===== src/rtl/cascade_ctrl.sv =====
// cascade_ctrl: clocked INTA-sequence cascade sequencer for an 8259A-style PIC.
// In the master role it drives the CAS bus with the acknowledged IR level
// when a slave sits on that input. In the slave role it matches CAS against
// its own ID and grants vector release.
// Build option: define CASCADE_8080_EN to honour upm and build the
// three-pulse ACK3 path. Without it, every sequence is two-pulse.
module cascade_ctrl #(
    parameter int CAS_W = 3
) (
    input  logic                clk,
    input  logic                reset,
    input  logic                inta_n,
    input  logic                SPENn,
    input  logic                buff,
    input  logic                ms_sel,
    input  logic                sngl,
    input  logic                upm,
    input  logic [2**CAS_W-1:0] slave_map,
    input  logic [CAS_W-1:0]    slave_id,
    input  logic                ack_valid,
    input  logic [CAS_W-1:0]    ack_level,
    input  logic [CAS_W-1:0]    cas_in,
    output logic [CAS_W-1:0]    cas_out,
    output logic                cas_oe,
    output logic                is_master,
    output logic                CLsig,
    output logic                vec_en,
    output logic [1:0]          byte_sel,
    output logic                en_n
);

    localparam int NUM_IR = 2**CAS_W;

    typedef enum logic [1:0] {
        IDLE = 2'd0,
        ACK1 = 2'd1,
        ACK2 = 2'd2,
        ACK3 = 2'd3
    } state_t;

    state_t           state;
    logic             inta_q;      // previous inta_n sample
    logic             run;         // low for the first cycle out of reset
    logic             seq_master;  // role frozen for the current sequence
    logic [CAS_W-1:0] lvl;

    logic             fall;
    logic             rise;
    logic             upm_eff;
    logic             role_now;
    logic             hit_now;
    logic             match_now;
    logic             grant;
    logic             vec_hold;
    logic [CAS_W-1:0] lvl_now;

    // An edge seen in the cycle that reset releases is dropped via run.
    assign fall     = run & inta_q & ~inta_n;
    assign rise     = run & ~inta_q & inta_n;
    assign role_now = sngl | (buff ? ms_sel : SPENn);
    // No pending winner behaves like a spurious request on the top level.
    assign lvl_now  = ack_valid ? ack_level : CAS_W'(NUM_IR - 1);
    assign hit_now  = is_master & ~sngl & slave_map[lvl_now];
    assign match_now = ~seq_master & (cas_in == slave_id);
    // Master vectors itself only when no slave is addressed; a slave needs a match.
    assign grant    = seq_master ? ~cas_oe : CLsig;
    assign vec_hold = grant & ~inta_n;

`ifdef CASCADE_8080_EN
    assign upm_eff = upm;
`else
    // Two-pulse only: upm stays referenced but cannot change the result.
    assign upm_eff = upm | 1'b1;
`endif

    // Sequencer FSM with all outputs registered.
    // NOTE: sequential state uses non-blocking assignments so every register
    // samples pre-edge values, independent of statement order.
    always_ff @(posedge clk or posedge reset) begin
        if (reset) begin
            state      <= IDLE;
            inta_q     <= 1'b1;
            run        <= 1'b0;
            seq_master <= 1'b0;
            lvl        <= '0;
            cas_out    <= '0;
            cas_oe     <= 1'b0;
            is_master  <= 1'b0;
            CLsig      <= 1'b0;
            vec_en     <= 1'b0;
            byte_sel   <= 2'd0;
            en_n       <= 1'b1;
        end else begin
            inta_q    <= inta_n;
            run       <= 1'b1;
            is_master <= role_now;
            case (state)
                IDLE: begin
                    vec_en <= 1'b0;
                    en_n   <= 1'b1;
                    if (fall) begin
                        state      <= ACK1;
                        byte_sel   <= 2'd1;
                        lvl        <= lvl_now;
                        seq_master <= is_master;
                        cas_oe     <= hit_now;
                        cas_out    <= hit_now ? lvl_now : '0;
                    end
                end
                ACK1: begin
                    cas_out <= cas_oe ? lvl : '0;
                    if (fall) begin
                        state    <= ACK2;
                        byte_sel <= 2'd2;
                        CLsig    <= match_now;
                        vec_en   <= seq_master ? ~cas_oe : match_now;
                        en_n     <= buff ? ~(seq_master ? ~cas_oe : match_now) : 1'b1;
                    end else begin
                        vec_en <= 1'b0;
                        en_n   <= 1'b1;
                    end
                end
                ACK2: begin
                    cas_out <= cas_oe ? lvl : '0;
                    if (upm_eff && rise) begin
                        state    <= IDLE;
                        byte_sel <= 2'd0;
                        cas_oe   <= 1'b0;
                        cas_out  <= '0;
                        CLsig    <= 1'b0;
                        vec_en   <= 1'b0;
                        en_n     <= 1'b1;
`ifdef CASCADE_8080_EN
                    end else if (!upm_eff && fall) begin
                        state    <= ACK3;
                        byte_sel <= 2'd3;
                        vec_en   <= grant;
                        en_n     <= buff ? ~grant : 1'b1;
`endif
                    end else begin
                        vec_en <= vec_hold;
                        en_n   <= buff ? ~vec_hold : 1'b1;
                    end
                end
                default: begin
`ifdef CASCADE_8080_EN
                    cas_out <= cas_oe ? lvl : '0;
                    if (rise) begin
`endif
                        state    <= IDLE;
                        byte_sel <= 2'd0;
                        cas_oe   <= 1'b0;
                        cas_out  <= '0;
                        CLsig    <= 1'b0;
                        vec_en   <= 1'b0;
                        en_n     <= 1'b1;
`ifdef CASCADE_8080_EN
                    end else begin
                        vec_en <= vec_hold;
                        en_n   <= buff ? ~vec_hold : 1'b1;
                    end
`endif
                end
            endcase
        end
    end

endmodule


===== config.mk =====
export PLATFORM = sky130hd
export DESIGN_NAME = cascade_ctrl
export DESIGN_NICKNAME = d
export VERILOG_FILES = /design/src/rtl/cascade_ctrl.sv
export SDC_FILE = /design/constraint.sdc
export NUM_CORES = 1
export LEC_CHECK = 0
export ABC_AREA = 1
export CORE_MARGIN = 4
export CORE_UTILIZATION = 25
export CTS_CLUSTER_SIZE = 10
export DETAILED_ROUTE_END_ITERATION = 7
export PLACE_DENSITY_LB_ADDON = 0.05
export SETUP_SLACK_MARGIN = 0.02
export SLEW_MARGIN = 20
export SYNTH_ARGS = -nofsm -noshare
export SYNTH_HDL_FRONTEND = slang
export SYNTH_SLANG_ARGS = --single-unit
export TNS_END_PERCENT = 1

===== constraint.sdc =====
create_clock -name clk -period 2.6 [get_ports clk]
set_input_delay 0.39 -clock clk [delete_from_list [all_inputs] [get_ports clk]]
set_output_delay 0.39 -clock clk [all_outputs]
set_load 0.02 [all_outputs]

==> flow_summary_export.csv, run 1 <==
group,metric,value,unit
floorplan,die_x,69.8,um
synth,synth-seq-cells,16,
timing,rsz0062_at_grt,"no",
global_routing,first_global_vias,974,
cts,cts_resized,0,
timing,slew_violations,0,
status,status,"finished clean",
cts,cts_tree,"built",
cts,cts_buffers,3,
route,drcViolationCount,0,
global_routing,grt_max_degree,17,
synth,synth_top_area_share,36.7,%
floorplan,initial_core_util,26.0,%
route,via_count,914,
global_routing,antenna_found_initial,0,
synth,synthTopCellsByArea,"dfrtp_1 37%, nand2_1 14%, nand3_1 9.4%",
layout,final_cells,209,
layout,final_nets,192,
critical_path,crit_path_top_delay_cell,"clkdlybuf4s50_1",
global_routing,grt_first_pass_wirelength,4220,um
synth,synth_largest_area_cell,"dfrtp_1",
placed_design,placed_cells,205,
synth,synth_area,953,sq um
timing,finalHoldViolations,0,
job,cap_violations,0,
floorplan,dieHeight,69.8,um
critical_path,crit_chain,"clkdlybuf4s50_1",
route,drtPass1Iterations,4,
synth,synthAdderAreaFrac,5.25,%
critical_path,worstPathArrival,1.35,ns
global_routing,grtUsageTotal,10.5,%
synth,avgSynthCellArea,7.75,sq um
floorplan,rows,22,
synth,yosysUniqueCellTypes,19,
timing,period_minus_slack,1.74,ns
critical_path,cpPeakStageDelay,0.59,ns
timing,fmax,0.574,GHz
synth,synth-simple-area-share,34.6,%
critical_path,critPathTopFamily,"buffers and inverters",
route,drt_wl_total,2300,um
cts,cts_hold_buffers,0,
synth,yosysWarnings,0,
synth,synth_compound_area_share,6.82,%
placed_design,gp_congestion,0.728,
critical_path,criticalPathCategory,"flop to output pin",
floorplan,core,3660,sq um
global_routing,overflow,0,
critical_path,worst-path-buf-inv,1,
synth,synth_nets,153,
cts,worstSkewPairLatency,0.25,ns
timing,finClkSkew,0.000738,ns
synth,ys_seq_area_share,42.3,%
layout,antennaDiodeCount,0,
timing,worstMarginPinSlew,0.651,ns
timing,tns,0,ns
cts,root_buffer,"clkbuf_8",
layout,area_growth,47.8,%
timing,final.period_utilization,67.0,%
floorplan,die-area,4870,sq um
critical_path,crit_fanout,1,
route,drt-wirelength-per-cell,11.0,um
critical_path,crit_path_start_kind,"flop",
power,powerDensity,841,nW/um^2
timing,relSlewSlack,56.5,%
cts,clock-sinks,16,
cts,cts_htree_levels,1,
min_path,hold_path.class,"flop to flop",
synth,syn-instance-count,123,
placed_design,place_area,1350,sq um
timing,setup_viol,0,
layout,final_layout_size_suffix_gt1_share,10.6,%
cts,cts_max_path_buffers,2,
route,dr.first_iter.drc_count,42,
cts,post_cts_buffers,0,
critical_path,crit_required,2.21,ns
floorplan,ioPinCount,36,
synth,synth_xor_area_share,2.76,%
layout,fin_area,1410,sq um
synth,synth_top_family_by_area,"simple AND/OR/NAND/NOR gates",
route,routed_via_density,4.37,
route,ant_nets,0,
cts,clk_pin_slew,0.07,ns
placed_design,portBuffers,34,
placed_design,post-dp-hpwl,1910,um
critical_path,endpoint_kind,"output pin",
synth,yosys-mux-area-fraction,1.18,%
power,peakVddDrop,0.355,mV
power,leakage,0.657,nW
[worst paths after layout]
path	slack [ns]	depth (start not counted)	to	startpoint
min in group asynchronous	0.53	2	cas_out[0]	reset
max reg2reg	1.19	8	cas_out[0]	state[0]
max	0.86	1	en_n	en_n
min	0.48	2	cas_out[1]	cas_out[1]
max in group asynchronous	1.65	2	is_master	reset
min reg2reg	0.48	2	cas_out[1]	cas_out[1]
[Yosys cell counts]
cell type / n
nand2_1: 35
nand3_1: 18
dfrtp_1: 14
inv_1: 13
o21ai_1: 8
nand4_1: 6
ha_1: 4
inv_2: 4
a21oi_1: 3
nand2_2: 3
xnor2_1: 3
dfstp_2: 2
nor2_1: 2
nor2_4: 2
o21ai_0: 2
conb_1: 1
mux2_1: 1
nor2_2: 1
nor3_4: 1
[layout by cell type, fill, tap and decap left out]
cell type,netlist,routed
inv_2,4,4
conb_1,1,1
nor2_4,2,2
o21ai_1,8,8
o21ai_0,2,2
nor2_2,1,1
dfstp_2,2,2
nand3_1,18,18
nand4_1,6,6
inv_1,13,13
nand2_2,3,3
clkdlybuf4s50_1,0,34
dfrtp_1,14,14
a21oi_1,3,3
clkbuf_8,0,4
xnor2_1,3,3
nor2_1,2,2
nor3_4,1,1
ha_1,4,4
nand2_1,35,35
mux2_1,1,1
[routing by layer]
layer  vias up  part of all wire (%)  track usage [%]
li1        476                     -                -
met1       415                    44             13.0
met2        21                    50             17.8
met3         2                   4.5             3.19
met4         0                  0.70             2.55
met5         -                     0                0
[state kept, by name, summed over array words and instances, names as in the netlist]
| register | count |
|---|---|
| vec_en | 1 |
| CLsig | 1 |
| cas_out | 3 |
| state | 2 |
| seq_master | 1 |
| lvl | 3 |
| is_master | 1 |
| cas_oe | 1 |
| inta_q | 1 |
| run | 1 |
| en_n | 1 |
[area by class of cell]
type                       count  area, sq um
timing repair buffer          34          340
sequential                    16          403
clock buffer                   4         55.1
fill                         406         2250
multi-input combinational     90          487
inverter                      17         63.8
tap                           48         60.1
[power breakdown]
group | total [mW] | switching, mW | leakage (nW) | internal [mW]
Clock | 0.226 | 0.0921 | 0.0288 | 0.134
Sequential | 0.400 | 0.0638 | 0.198 | 0.336
Combinational | 0.558 | 0.320 | 0.431 | 0.238
Total | 1.18 | 0.476 | 0.657 | 0.708
[cell families (layout without fill, tap and decap cells)]
family | Yosys count | after routing
simple gates | 68 | 68
buf+inv | 17 | 55
flops | 16 | 16
compound gates | 13 | 13
fa+ha+maj | 4 | 4
xor+xnor | 3 | 3
other cells | 1 | 1
mux | 1 | 1
[metrics by stage]
step | setup WS (ns) | hold slack, ns | util [%] | power (mW)
after floorplan | 1.21 | 0.302 | - | 0.749
final | 0.859 | 0.484 | 38.5 | 1.18
after CTS | 0.843 | 0.492 | 38.5 | 1.21
after global routing | 0.829 | 0.539 | 38.5 | 1.29
after global placement | 0.784 | 0.468 | 37.0 | 0.967
after detailed placement | 0.776 | 0.473 | 37.0 | 0.968
Power figures use the tool's default switching activity.
==> inputs of run 2 (changes only) <==
Clock period 2.6 ns to 1.4 ns, I/O delays scaled along.
==> run 2 against run 1 <==
Worst hold slack worse by 0.22 ns. Clock skew hardly changed. Power is 94% higher. Final area is 9.7% higher. Critical endpoint is now byte_sel[0]. Largest cell class unchanged. Highest routed layer unchanged.
==> flow_summary_export.csv, run 2 (same netlist as run 1, synthesis figures left out) <==
group,metric,value,unit
status,status,"finished clean",
critical_path,crit_required,1.19,ns
global_routing,antenna_found_initial,0,
job,cap_violations,0,
route,top_layer,"met4",
power,p_switching,0.910,mW
route,dr.first_iter.drc_count,13,
cts,root_buffer,"clkbuf_8",
power,powerDensity,1490,nW/um^2
critical_path,critPathTopFamily,"buffers and inverters",
critical_path,worst-path-buf-inv,2,
power,p_int,1.39,mW
route,routed_via_density,4.25,
cts,cts_hold_buffers,0,
timing,final.period_utilization,95.5,%
route,drt-wirelength-per-cell,10.2,um
power,switching_share,39.6,%
floorplan,die-area,4870,sq um
placed_design,portBuffers,34,
global_routing,grtUsageTotal,10.6,%
power,peakVddDrop,0.754,mV
cts,cts_htree_levels,1,
power,leakage,0.774,nW
floorplan,core,3660,sq um
critical_path,r2r_slack,0.10,ns
route,drtPass1Iterations,4,
layout,mostFrequentLayoutCell,"nand2_1",
cts,clk_pin_slew,0.06,ns
layout,final_cell_mix,"35 x nand2_1, 23 x clkdlybuf4s50_1, 17 x nand3_1",
layout,final_layout_size_suffix_gt1_share,22.6,%
timing,rsz0062_at_grt,"yes",
floorplan,rows,22,
timing,fmax,0.748,GHz
placed_design,placed_cells,221,
critical_path,crit_chain,"buf_4, dlygate4sd2_1",
floorplan,ioPinCount,36,
cts,clock-sinks,16,
route,ant_nets,0,
cts,cts_buffers,3,
power,p_seq_share,31.4,%
route,via_count,956,
critical_path,criticalPathCategory,"flop to output pin",
global_routing,grt_first_pass_wirelength,4130,um
floorplan,dieHeight,69.8,um
route,met1_length,983,um
timing,finClkSkew,0.000512,ns
global_routing,overflow,0,
cts,cts_max_path_buffers,2,
layout,nFillCells,414,
timing,period_minus_slack,1.34,ns
layout,multiInputGateArea,508,sq um
critical_path,crit_path_start_kind,"flop",
global_routing,grt_max_degree,17,
critical_path,endpoint_kind,"output pin",
critical_path,crit_fanout,3,
min_path,hold_path.class,"input port to asynchronous set/reset pin",
placed_design,gp_congestion,0.767,
route,drcViolationCount,0,
cts,cts_tree,"built",
timing,finalHoldViolations,0,
timing,setup_viol,0,
critical_path,crit_path_top_delay_cell,"dfrtp_2",
layout,reg_top3,"cas_out: 3 flops, lvl: 3 flops, state: 2 flops",
critical_path,cpPeakStageDelay,0.42,ns
power,power.clock.fraction,17.9,%
critical_path,worstPathArrival,1.13,ns
route,met2WireLength,1160,um
placed_design,post-dp-hpwl,1970,um
timing,slew_violations,0,
floorplan,initial_core_util,26.0,%
layout,final_nets,208,
layout,final_cells,225,
layout,antennaDiodeCount,0,
layout,final_core_util,42.2,%
cts,worstSkewPairLatency,0.25,ns
global_routing,first_global_vias,968,
power,p_comb_share,50.7,%
layout,regArea,404,sq um
route,wl_met3,102,um
layout,area_growth,62.1,%
floorplan,die_x,69.8,um
route,drt_wl_total,2290,um
-- run 2: cell count changes in the layout (fill, tap and decap cells not counted), moves of 2 or more --
cell | before | now
buf_4 | 0 | 16
dlygate4sd2_1 | 0 | 9
inv_1 | 13 | 10
clkdlybuf4s50_1 | 34 | 23
inv_2 | 4 | 6
-- run 2: path summary, 6_finish.rpt --
kind / to / cells after the start / start
max: byte_sel[0] / 2 / state[0]
min: cas_out[0] / 3 / reset
max reg2reg: cas_out[2] / 8 / state[0]
min reg2reg: cas_out[1] / 2 / cas_out[1]
max in group asynchronous: en_n / 3 / reset
min in group clk: inta_q / 1 / inta_n
-- run 2: repair_timing --
action / CTS / global route
cloned: 0 / 0
pin swaps: 0 / 3
resized for setup: 11 / 9
setup endpoints to repair: 13 / 8
buffers inserted: 0 / 0
-- run 2: through the flow --
| stage | setup TNS (ns) | instance area, sq um | power, mW | setup slack (ns) | hold WS, ns |
|---|---|---|---|---|---|
| 2_1_floorplan | 0 | 955 | 1.39 | 0.0327 | 0.122 |
| 5_1_grt | -0.0322 | 1550 | 2.51 | -0.0172 | 0.290 |
| 3_3_place_gp | -1.16 | 1480 | 1.91 | -0.162 | 0.469 |
| 6_report | 0 | 1550 | 2.30 | 0.0635 | 0.265 |
| 4_1_cts | 0 | 1520 | 2.28 | 0.0223 | 0.269 |
| 3_5_place_dp | -1.19 | 1480 | 1.91 | -0.179 | 0.468 |
-- run 2: layer usage --
metal / track usage (%) / vias up
met5: 0 / -
met4: 3.83 / 0
met3: 3.19 / 4
met2: 19.0 / 22
met1: 11.7 / 424
li1: - / 506
-- run 2: tightest hold or removal path: cells and delay by family --
kind	cells	cell delay, ns
buf+inv	3	0.67
-- run 2: cell type report --
class	instances	share of cell area [%]
Clock buffer	4	3.56
Inverter	17	4.29
Multi-Input combinational cell	90	32.9
Sequential cell	16	26.2
Tap cell	48	3.89
Timing Repair Buffer	50	29.2
-- run 2: power groups by stage --
| stage | clock [mW] | combinational (mW) | sequential, mW |
|---|---|---|---|
| 2_1_floorplan | 0 | 0.549 | 0.844 |
| 5_1_grt | 0.456 | 1.31 | 0.750 |
| 3_3_place_gp | 0 | 1.18 | 0.732 |
| 6_report | 0.411 | 1.17 | 0.723 |
| 4_1_cts | 0.434 | 1.12 | 0.724 |
| 3_5_place_dp | 0 | 1.18 | 0.734 |
==> inputs of run 3 (changes only) <==
Settings changed: ABC_AREA 1 to unset, CAP_MARGIN set to 5, RECOVER_POWER set to 100.
==> run 3 against run 2 <==
The run now ends with negative setup slack left. Clock power increased by 2%. Final cell count decreased by 7.6%. Die area increased by 3.8%. First-iteration DRC count increased to 9.5 times the previous value. Global-route usage increased by 0.33 points. Register-to-register slack got worse by 0.34 ns. Clock-buffer cell count unchanged. Non-clock buffer count increased by 6. Largest power group unchanged. Highest routed layer is now met3.
==> flow_summary_export.csv, run 3 <==
group,metric,value,unit
power,leakage,0.709,nW
timing,relSlewSlack,47.1,%
route,drcViolationCount,0,
placed_design,gp_congestion,0.818,
layout,nFillCells,392,
route,via_count,991,
synth,synth_area,995,sq um
global_routing,grt_max_degree,15,
cts,root_buffer,"clkbuf_8",
synth,synth_flop_cell,"dfrtp_1",
critical_path,cpPeakStageDelay,0.46,ns
critical_path,worstPathArrival,1.82,ns
layout,final_cell_mix,"21 x buf_4, 20 x clkdlybuf4s50_1, 12 x dfrtp_1",
route,drt-wirelength-per-cell,13.0,um
floorplan,die_x,71.1,um
power,peakVddDrop,0.580,mV
synth,yosysWarnings,0,
route,routed_via_density,4.76,
timing,period_minus_slack,1.64,ns
layout,mostFrequentLayoutCell,"buf_4",
route,drt_wl_total,2700,um
synth,synthTopCellsByArea,"dfrtp_1 35%, dfstp_2 5.3%, ha_1 5.0%",
power,power,2.70,mW
global_routing,antenna_found_initial,0,
synth,synth_top_area_share,35.2,%
layout,final_layout_size_suffix_gt1_share,28.1,%
critical_path,crit_chain,"inv_4, ha_4, nand3b_1, a2111oi_4, a32oi_1, a21oi_1",
route,ant_nets,0,
timing,worstMarginPinSlew,0.793,ns
placed_design,portBuffers,34,
floorplan,ioPinCount,36,
cts,cts_buffers,3,
status,violations,"negative setup slack",
cts,cts_htree_levels,1,
synth,yosysUniqueCellTypes,38,
route,drtPass1Iterations,5,
timing,finalHoldViolations,0,
critical_path,crit_path_top_delay_cell,"dfrtp_2",
synth,synth-seq-cells,16,
critical_path,crit_required,1.58,ns
synth,ys_seq_area_share,40.5,%
synth,synth_xor_area_share,2.64,%
layout,area_growth,66.9,%
layout,final_nets,191,
power,p_seq_share,29.3,%
critical_path,criticalPathCategory,"flop to flop",
min_path,hold_path.class,"input port to asynchronous set/reset pin",
critical_path,endpoint_kind,"flop",
synth,yosysMostFrequentCell,"dfrtp_1",
cts,post_cts_buffers,0,
synth,yosys-mux-area-fraction,4.28,%
floorplan,die-area,5050,sq um
cts,clock-sinks,16,
synth,synth_nets,131,
global_routing,overflow,0,
floorplan,initial_core_util,26.6,%
synth,synth_largest_area_cell,"dfrtp_1",
layout,final_cells,208,
critical_path,crit_fanout,4,
timing,setup_ws,-0.244,ns
placed_design,dp_slack,-0.476,ns
placed_design,place_area,1620,sq um
synth,synthArstFlopShare,100,%
cts,cts_max_path_buffers,2,
floorplan,rows,22,
power,p_comb_share,55.1,%
layout,antennaDiodeCount,0,
placed_design,placed_cells,204,
route,dr.first_iter.drc_count,124,
timing,setup_viol,5,
timing,rsz0062_at_grt,"yes",
synth,synth_compound_area_share,23.4,%
timing,whs,0.260,ns
layout,final_core_util,44.4,%
timing,fmax,0.608,GHz
floorplan,dieHeight,71.1,um
status,status,"finished with violations",
critical_path,worst-path-buf-inv,1,
timing,final.period_utilization,117,%
synth,synthAdderAreaFrac,5.03,%
power,switching_share,38.8,%
synth,avgSynthCellArea,9.85,sq um
synth,synth_top_family_by_area,"compound AO/OA/AOI/OAI gates",
critical_path,critPathTopFamily,"compound AO/OA/AOI/OAI gates",
job,cap_violations,0,
global_routing,grtUsageTotal,10.9,%
synth,synth_common_cells,"14 x dfrtp_1, 8 x inv_1, 8 x nand2_1, 7 x a21oi_1, 7 x nor2_1",
layout,reg_top3,"cas_out: 3 flops, lvl: 3 flops, state: 2 flops",
timing,slew_violations,0,
global_routing,grt_first_pass_wirelength,4540,um
layout,fin_area,1660,sq um
placed_design,post-dp-hpwl,2280,um
power,p_int,1.65,mW
synth,synth-simple-area-share,19.6,%
critical_path,crit_path_start_kind,"flop",
timing,finClkSkew,0.00217,ns
timing,tns,-0.933,ns
power,p_switching,1.05,mW
cts,clk_pin_slew,0.07,ns
floorplan,core,3740,sq um
cts,worstSkewPairLatency,0.25,ns
cts,cts_tree,"built",
power,powerDensity,1620,nW/um^2
synth,synth_edf_count,0,
power,power.clock.fraction,15.6,%
global_routing,first_global_vias,1036,
synth,syn-instance-count,101,
## run 3: repair_timing
action / 4_1_cts / 5_1_grt
resized for setup: 16 / 4
hold buffers: 0 / 0
pin swaps: 1 / 4
setup endpoints to repair: 16 / 14
## run 3: cell families (layout without fill, tap and decap cells)
family / Yosys count / count (layout)
AO/OA/AOI/OAI: 28 / 28
buffers and inverters: 9 / 68
other: 1 / 1
multiplexers: 4 / 4
AND/OR/NAND/NOR: 36 / 36
XOR/XNOR: 3 / 3
flip-flops: 16 / 16
adder cells (fa/ha/maj): 4 / 4
## run 3: power groups by stage
stage                     registers [mW]  clock network, mW  logic (mW)
after floorplan                    0.900                  0       0.739
after global placement             0.799                  0        1.55
after detailed placement           0.804                  0        1.55
after CTS                          0.790              0.436        1.52
after global routing               0.820              0.460        1.65
final                              0.791              0.420        1.49
## run 3: per-layer routing
| metal | wire, um | part of all wire [%] | GRT usage [%] | vias up |
|---|---|---|---|---|
| met5 | 0 | 0 | 0 | - |
| met4 | 0 | 0 | 3.34 | 0 |
| met3 | 177 | 6.6 | 2.41 | 0 |
| met2 | 1270 | 47 | 17.7 | 40 |
| met1 | 1250 | 46 | 14.3 | 462 |
| li1 | - | - | - | 489 |
## run 3: area by class of cell
type,instances,area [sq um],share of cell area [%]
timing repair buffer,56,485,29.2
inverter,8,32.5,1.96
clock buffer,4,55.1,3.32
tap,48,60.1,3.62
multi-input combinational,76,622,37.5
sequential,16,405,24.4
## run 3: final timing paths
kind                          start         end  slack [ns]  cells after the start
hold reg to reg              lvl[0]      lvl[0]        0.49                      2
max in group asynchronous     reset    state[0]        0.16                      3
min in group clk             inta_n      inta_q        0.38                      2
setup / recovery           state[0]  cas_out[1]       -0.24                      6
setup reg to reg           state[0]  cas_out[1]       -0.24                      6
hold / removal                reset       CLsig        0.26                      2
## run 3: worst reg2reg max path: cells and delay by family (launching register included)
| kind | cells | cell delay [ns] |
|---|---|---|
| DFF | 1 | 0.46 |
| adders and majority gates | 1 | 0.14 |
| and+or+nand+nor | 1 | 0.19 |
| buffers and inverters | 1 | 0.10 |
| AOI/OAI and AO/OA | 3 | 0.68 |
